===== src/rtl/pipelined_addsub_if.sv =====
`default_nettype none
// ----------------------------------------------------------------------------
// pipelined_addsub_if : operand/result handshake bundle for pipelined_addsub
// rev 1.0
// ----------------------------------------------------------------------------
interface pipelined_addsub_if #(
  parameter int WIDTH = 32
);
  logic             in_valid;
  logic             in_ready;
  logic [WIDTH-1:0] A;
  logic [WIDTH-1:0] B;
  logic             Cin;
  logic             Sub;
  logic             out_valid;
  logic             out_ready;
  logic [WIDTH-1:0] S;
  logic             Cout;
  logic             Ovf;
  logic             Zero;

  modport master (
    output in_valid, A, B, Cin, Sub, out_ready,
    input  in_ready, out_valid, S, Cout, Ovf, Zero
  );

  modport slave (
    input  in_valid, A, B, Cin, Sub, out_ready,
    output in_ready, out_valid, S, Cout, Ovf, Zero
  );
endinterface
`default_nettype wire


===== src/rtl/pipelined_addsub.sv =====
`default_nettype none
// ----------------------------------------------------------------------------
// pipelined_addsub : STAGES-deep chunked ripple add/sub with valid/ready flow
// rev 1.0
// ----------------------------------------------------------------------------
module pipelined_addsub #(
  parameter int WIDTH  = 32,
  parameter int STAGES = 4
) (
  input  wire logic         clk,
  input  wire logic         rst,
  pipelined_addsub_if.slave bus
);
  localparam int CHUNK = WIDTH / STAGES;
  localparam int MSB   = WIDTH - 1;
  localparam int LAST  = STAGES - 1;

  // Per-stage token: operands (skewed), partial sum (deskewed), chunk carry.
  logic [STAGES-1:0] r_v;
  logic [WIDTH-1:0]  r_a [STAGES];
  logic [WIDTH-1:0]  r_b [STAGES];
  logic [WIDTH-1:0]  r_s [STAGES];
  logic [STAGES-1:0] r_c;
  logic              r_ovf;
  logic              r_zero;

  logic [STAGES-1:0] w_rdy;
  logic [STAGES-1:0] w_src_v;
  logic [WIDTH-1:0]  w_src_a [STAGES];
  logic [WIDTH-1:0]  w_src_b [STAGES];
  logic [WIDTH-1:0]  w_src_s [STAGES];
  logic [STAGES-1:0] w_src_c;
  logic [CHUNK:0]    w_sum   [STAGES];
  logic [WIDTH-1:0]  w_nxt_s [STAGES];
  logic [STAGES-1:0] w_nxt_c;
  logic              w_ovf;
  logic              w_zero;

  // A stage can load when it is empty or its token moves on this cycle.
  always_comb begin : p_ready
    logic w_chain;
    w_rdy        = '0;
    w_chain      = !r_v[LAST] || bus.out_ready;
    w_rdy[LAST]  = w_chain;
    for (int k = LAST - 1; k >= 0; k--) begin
      w_chain  = !r_v[k] || w_chain;
      w_rdy[k] = w_chain;
    end
  end

  always_comb begin : p_datapath
    int p;
    p       = 0;
    w_src_v = '0;
    w_src_c = '0;
    w_nxt_c = '0;
    w_src_a = '{default: '0};
    w_src_b = '{default: '0};
    w_src_s = '{default: '0};
    w_sum   = '{default: '0};
    w_nxt_s = '{default: '0};
    for (int k = 0; k < STAGES; k++) begin
      p = (k == 0) ? 0 : k - 1;
      // Stage 0 takes the transformed operands; later stages take the upstream token.
      w_src_v[k] = (k == 0) ? bus.in_valid : r_v[p];
      w_src_a[k] = (k == 0) ? bus.A : r_a[p];
      w_src_b[k] = (k == 0) ? (bus.Sub ? ~bus.B : bus.B) : r_b[p];
      w_src_c[k] = (k == 0) ? (bus.Sub ^ bus.Cin) : r_c[p];
      w_src_s[k] = (k == 0) ? '0 : r_s[p];
      w_sum[k]   = {1'b0, w_src_a[k][k*CHUNK +: CHUNK]}
                 + {1'b0, w_src_b[k][k*CHUNK +: CHUNK]}
                 + {{CHUNK{1'b0}}, w_src_c[k]};
      w_nxt_s[k] = w_src_s[k];
      w_nxt_s[k][k*CHUNK +: CHUNK] = w_sum[k][CHUNK-1:0];
      w_nxt_c[k] = w_sum[k][CHUNK];
    end
  end

  assign w_ovf  = (w_src_a[LAST][MSB] == w_src_b[LAST][MSB]) &&
                  (w_nxt_s[LAST][MSB] != w_src_a[LAST][MSB]);
  assign w_zero = ~|w_nxt_s[LAST];

  always_ff @(posedge clk or posedge rst) begin
    if (rst) begin
      r_v    <= '0;
      r_c    <= '0;
      r_ovf  <= 1'b0;
      r_zero <= 1'b0;
      for (int k = 0; k < STAGES; k++) begin
        r_a[k] <= '0;
        r_b[k] <= '0;
        r_s[k] <= '0;
      end
    end else begin
      for (int k = 0; k < STAGES; k++) begin
        if (w_rdy[k]) begin
          r_v[k] <= w_src_v[k];
          // Data only moves with a real token so held fields stay put across bubbles.
          if (w_src_v[k]) begin
            r_a[k] <= w_src_a[k];
            r_b[k] <= w_src_b[k];
            r_s[k] <= w_nxt_s[k];
            r_c[k] <= w_nxt_c[k];
          end
        end
      end
      if (w_rdy[LAST] && w_src_v[LAST]) begin
        r_ovf  <= w_ovf;
        r_zero <= w_zero;
      end
    end
  end

  assign bus.in_ready  = w_rdy[0];
  assign bus.out_valid = r_v[LAST];
  assign bus.S         = r_s[LAST];
  assign bus.Cout      = r_c[LAST];
  assign bus.Ovf       = r_ovf;
  assign bus.Zero      = r_zero;

endmodule
`default_nettype wire

===== src/flat_wrapper.sv =====
// flat-port wrapper written by rule: the top's interface ports become plain ports
module pipelined_addsub_flat 
#(
  parameter int WIDTH  = 32,
  parameter int STAGES = 4
)
  (clk, rst, bus_in_valid, bus_A, bus_B, bus_Cin, bus_Sub, bus_out_ready, bus_in_ready, bus_out_valid, bus_S, bus_Cout, bus_Ovf, bus_Zero);
  pipelined_addsub_if #(.WIDTH(WIDTH)) bus_i ();
  input  wire logic clk;
  input  wire logic rst;
  input wire logic [$bits(bus_i.in_valid)-1:0] bus_in_valid;
  input wire logic [$bits(bus_i.A)-1:0] bus_A;
  input wire logic [$bits(bus_i.B)-1:0] bus_B;
  input wire logic [$bits(bus_i.Cin)-1:0] bus_Cin;
  input wire logic [$bits(bus_i.Sub)-1:0] bus_Sub;
  input wire logic [$bits(bus_i.out_ready)-1:0] bus_out_ready;
  output wire logic [$bits(bus_i.in_ready)-1:0] bus_in_ready;
  output wire logic [$bits(bus_i.out_valid)-1:0] bus_out_valid;
  output wire logic [$bits(bus_i.S)-1:0] bus_S;
  output wire logic [$bits(bus_i.Cout)-1:0] bus_Cout;
  output wire logic [$bits(bus_i.Ovf)-1:0] bus_Ovf;
  output wire logic [$bits(bus_i.Zero)-1:0] bus_Zero;
  assign bus_i.in_valid = bus_in_valid;
  assign bus_i.A = bus_A;
  assign bus_i.B = bus_B;
  assign bus_i.Cin = bus_Cin;
  assign bus_i.Sub = bus_Sub;
  assign bus_i.out_ready = bus_out_ready;
  assign bus_in_ready = bus_i.in_ready;
  assign bus_out_valid = bus_i.out_valid;
  assign bus_S = bus_i.S;
  assign bus_Cout = bus_i.Cout;
  assign bus_Ovf = bus_i.Ovf;
  assign bus_Zero = bus_i.Zero;
  pipelined_addsub #(.WIDTH(WIDTH), .STAGES(STAGES)) u_core (.clk(clk), .rst(rst), .bus(bus_i));
endmodule

===== config.mk =====
export PLATFORM = sky130hd
export DESIGN_NAME = pipelined_addsub_flat
export DESIGN_NICKNAME = d
export VERILOG_FILES = /design/src/rtl/pipelined_addsub_if.sv /design/src/rtl/pipelined_addsub.sv /design/src/flat_wrapper.sv
export SDC_FILE = /design/constraint.sdc
export NUM_CORES = 1
export LEC_CHECK = 0
export BUFFER_PORTS_ARGS = -buffer_cell sky130_fd_sc_hd__buf_2
export CAP_MARGIN = 25
export CORE_MARGIN = 2
export CORE_UTILIZATION = 36
export CTS_CLUSTER_DIAMETER = 30
export DETAILED_ROUTE_END_ITERATION = 8
export HOLD_SLACK_MARGIN = 0.15
export PLACE_DENSITY = 0.53
export SLEW_MARGIN = 20
export SYNTH_ARGS = -nofsm -noshare
export SYNTH_HDL_FRONTEND = slang
export SYNTH_SLANG_ARGS = --single-unit

===== constraint.sdc =====
create_clock -name clk -period 11.1 [get_ports clk]
set_input_delay 0.555 -clock clk [delete_from_list [all_inputs] [get_ports clk]]
set_output_delay 0.555 -clock clk [all_outputs]
set_load 0.01 [all_outputs]

# Word-level counts from Yosys, hierarchy flattened
# Cells that the tools add are included.
# op_classes
n_mux	1
n_reduce_logical	16
bitwise_logic	2
add_sub_neg	8
n_eq_ne	2
# ops
op	n
8-bit by 8-bit adder with 9-bit output	4
9-bit by 1-bit adder with 9-bit output	4
32-bit two-way mux	1
32-bit NOT	1
32-bit OR reduction	1
2-bit AND reduction	4
1-bit logical NOT	5
1-bit logical OR	4
1-bit logical AND	2
1-bit == test	1
1-bit inequality test	1
1-bit bitwise XOR	1
# totals
elab_cells	49
inputBits	70
reg_bits	282

# Logic depth before layout (Yosys ltp)
# logic_depth
word_depth	6
mapped_depth	11
mapped_depth_nobuf	10

# Worst setup path before layout
# No wires, ideal clock.
# synth_timing
path_type	input to register
from	in bus_Sub
to	reg u_core.r_c[0]
setup_time_ns	0.127
setup_slack_ns	7.886
arrival_ns	3.087
cell_stages	11
required_time_ns	10.973
path_cell_list	buf_2 > buf_1 > xor2_1 > fa_1 > fa_1 > a21o_1 > a21oi_1 > o21ai_0 > a21o_1 > a211oi_1 > a21oi_1
# synth_via
elab_chain_len	3
word_cells_on_any_way	4
# synth_lines
element	line_no	rtl
start: declaration	flat_wrapper.sv:15	input wire logic [$bits(bus_i.Sub)-1:0] bus_Sub;
32-bit two-way mux	pipelined_addsub.sv:67	w_src_b[k] = (k == 0) ? (bus.Sub ? ~bus.B : bus.B) : r_b[p];
8-bit by 8-bit adder with 9-bit output	pipelined_addsub.sv:71	+ {1'b0, w_src_b[k][k*CHUNK +: CHUNK]}
9-bit by 1-bit adder with 9-bit output (*)	pipelined_addsub.sv:72	+ {{CHUNK{1'b0}}, w_src_c[k]};
end signal: indexed assignment	pipelined_addsub.sv:103	r_c[k] <= w_nxt_c[k];
end: declaration	pipelined_addsub.sv:23	logic [STAGES-1:0] r_c;
# Mark *: on every way between the ends. The rest lies on a longest branch, timed or not.
# A chain may end at the register's enable or synchronous reset.

# Worst setup path in the final report
# Ends and elaborated chain as after synthesis.

==> results.toml <==
[sta]
tns_ps = 0
hold_violations = 0
fin_worst_skew_ps = 11.63
finalCritPeriodShare_pct = 26.87
slew_violations = 0
finalCriticalPeriod_ps = 2983
max_freq_ghz = 0.3353
relSlewSlack_pct = 37.76
rsz0062_at_grt = "no"
finalSetupViolCount = 0
worst_pin_slew_ps = 933.7

[routing]
postRouteAntennaNets = 0
vias = 5153
routed_wl_mm = 17.03
wire_per_inst_um = 15.50
via_per_inst = 4.689
drt_iter0_markers = 161
route.detailed.drc = 0
firstDrtPassIters = 4

[grt]
antenna_found_initial = 0
grt_max_degree = 119
grt-ovfl-total = 0
grt_pass1_wl_mm = 28.85
grt_pass1_vias = 5575
groute.usage.overall_pct = 14.20

[status]
status = "finished, final reports clean"

[final_layout]
fin_area_mm2 = 0.009910
drive_above_1_share_pct = 34.74
areaGrowthSynthToFinish_pct = 14.77
n_antenna_cell = 0
utilization_pct = 42.09
design.final.nets = 875

[logic_synthesis]
synthTopCellsByArea = "dfrtp_1 54%, mux2_2 16%, ha_1 4.1%"
ys_warn_count = 0
yosysSeqAreaShare_pct = 53.91
synth_top_area_cell = "dfrtp_1"
synth_cell_types = 45
synth_top_area_share_pct = 53.91
synth_edf_count = 0
syn-num-nets = 804
ys_async_sr_fraction_pct = 100.0
synthFlopType = "dfrtp_1"
synth_area_per_cell_um2 = 12.37
syn_inst = 698
ys_ff_latch = 186
synth_area_mm2 = 0.008635

[placement]
dpl-instance-area_mm2 = 0.009294
place_congestion = 0.7941
numPortBuffers = 106
dp_hpwl_mm = 11.83

[worst_setup_path]
cpPeakStageDelay_ps = 430
worstPathArrival_ps = 3260
cp.required_ps = 11370
regToRegSetupSlack_ps = 8590
start_kind = "input port"
cp_slowest_cell = "fa_1"
worstRegToRegCells = 8
path_class = "input port to flop"
r2r-end = "u_core.bus.Zero"
crit_chain = "buf_2 > buf_12 > xor2_1 > fa_1 > fa_1 > a21o_1 > a21oi_1 > o21ai_0 > a21o_1 > a211oi_1 > a21oi_1"
r2r_start = "u_core.r_c[2]"
crit_path_max_fanout = 20
cp-end-kind = "flop"

[die]
die-area_mm2 = 0.02524
rows = 56
io_pins = 107
die_y_um = 158.9
core-area_mm2 = 0.02354
dieWidth_um = 158.9
initial_core_util_pct = 36.68

[clock_tree]
cts_root_buf = "clkbuf_16"
clkTransAtPathRegs_ps = 60
cts_hold_buf = 0
cts_tree = "built"
cts_sinks = 186
clkLatencyLatePin_ps = 420
numCtsBuffers = 17
clockBufferDepth = 2
cts.repair_timing.setup_buffer_count = 0
cts_resized = 0
htreeDepth = 4

[pwr]
p_leak_uw = 0.004493
vdd_drop_max_mv = 0.1239
power_per_cell_area_mw_per_mm2 = 249.2

[hold_path]
hold_path.class = "input port to asynchronous set/reset pin"

[job]
cap_viol_max_count = 0
## placed cells by master (no fill, tap or decap), drive strengths merged, types with 3 or more instances in the layout
| cell | instances |
|---|---|
| mux2 | 126 |
| nor3 | 11 |
| ha | 28 |
| or2 | 3 |
| nor2 | 9 |
| o21bai | 3 |
| xnor2 | 34 |
| xor2 | 17 |
| a21oi | 15 |
| buf | 112 |
| nor2b | 7 |
| clkbuf | 24 |
| or3 | 3 |
| inv | 21 |
| o21ai | 55 |
| o31ai | 6 |
| a21o | 6 |
| nand4 | 4 |
| bufinv | 3 |
| nand2b | 6 |
| dfrtp | 186 |
| nor4 | 3 |
| fa | 8 |
| o21a | 6 |
| nand2 | 59 |
## layout make-up
class | instances | area, um2
Timing Repair Buffer | 112 | 628.1
Sequential cell | 186 | 4654
Tap cell | 319 | 399.1
Clock buffer | 24 | 481.7
Clock inverter | 6 | 113.9
Multi-Input combinational cell | 431 | 3546
Inverter | 21 | 86.33
Fill cell | 2282 | 13630
## per-stage QoR
| stage | instances | total power, uW | hold WS (ps) | worst slack [ps] |
|---|---|---|---|---|
| after floorplan | 698 | 1685 | 446.0 | 5488 |
| after global placement | 1066 | 1844 | 456.5 | 7443 |
| after detailed placement | 1068 | 1879 | 465.6 | 7380 |
| after CTS | 1098 | 2503 | 339.6 | 7830 |
| after global routing | 1099 | 2651 | 348.8 | 7913 |
| final | 1099 | 2469 | 304.2 | 8117 |
## routing by layer
| layer | wire length [um] | up-vias | GRT usage, % |
|---|---|---|---|
| met5 | 0 | - | 0 |
| met4 | 195 | 0 | 4.256 |
| met3 | 499 | 10 | 2.665 |
| met2 | 8076 | 93 | 23.52 |
| met1 | 8259 | 2531 | 19.00 |
| li1 | - | 2519 | - |
## worst max-delay path by stage
stage / startpoint / endpoint
after floorplan: rst / u_core.bus.Ovf
after global placement: bus_Sub / u_core.r_c[0]
after detailed placement: bus_Sub / u_core.r_c[0]
after CTS: bus_Sub / u_core.r_c[0]
after global routing: bus_Sub / u_core.r_c[0]
final: bus_Sub / u_core.r_c[0]
## cell usage after synthesis (2+ instances only)
cell / n
a21oi_1: 15
nor4_1: 3
a41o_1: 2
buf_1: 4
fa_1: 8
nand2_1: 59
or4_1: 2
inv_1: 21
dfrtp_1: 186
a21o_1: 6
ha_1: 28
nand2b_1: 6
nor2_1: 9
clkbuf_1: 8
or3_1: 3
nor2b_1: 7
and2_1: 2
a211oi_1: 2
mux2_2: 126
xor2_1: 17
o21a_1: 6
o21bai_1: 3
o211a_1: 2
nand3_1: 2
nor4b_1: 2
buf_2: 16
o21ai_0: 54
buf_4: 32
nand4_1: 4
xnor2_1: 34
o31ai_1: 5
nor3_1: 11
## power by group
group	switching (uW)	leakage [uW]	total (uW)	internal [uW]
clock network	243	0.000283	614	371
logic	392	0.00198	793	401
registers	149	0.00223	1060	913
total	784	0.00449	2470	1690
## cells by family after synthesis
kind of cell / synth area share, %
AOI/OAI and AO/OA: 7.057
xor gates and xnor gates: 5.173
adders and majority gates: 5.912
buffers and inverters: 5.144
DFF: 53.91
muxes: 16.43
and+or+nand+nor: 6.376
## critical path, delay by kind of cell
| family | cells | cell delay (ps) |
|---|---|---|
| AO/OA/AOI/OAI | 6 | 1090 |
| adder cells (fa/ha/maj) | 2 | 860 |
| XOR/XNOR | 1 | 110 |
| buffers and inverters | 2 | 640 |
## registers in the layout, summed over array words and instances, names as in the netlist
register and count:
u_core.r_v 4, u_core.bus.Zero 1, u_core.r_c 4, u_core.bus.Ovf 1, u_core.r_s 48, u_core.r_a 48
u_core.bus.S 32, u_core.r_b 48
Power figures use the tool's default switching activity.
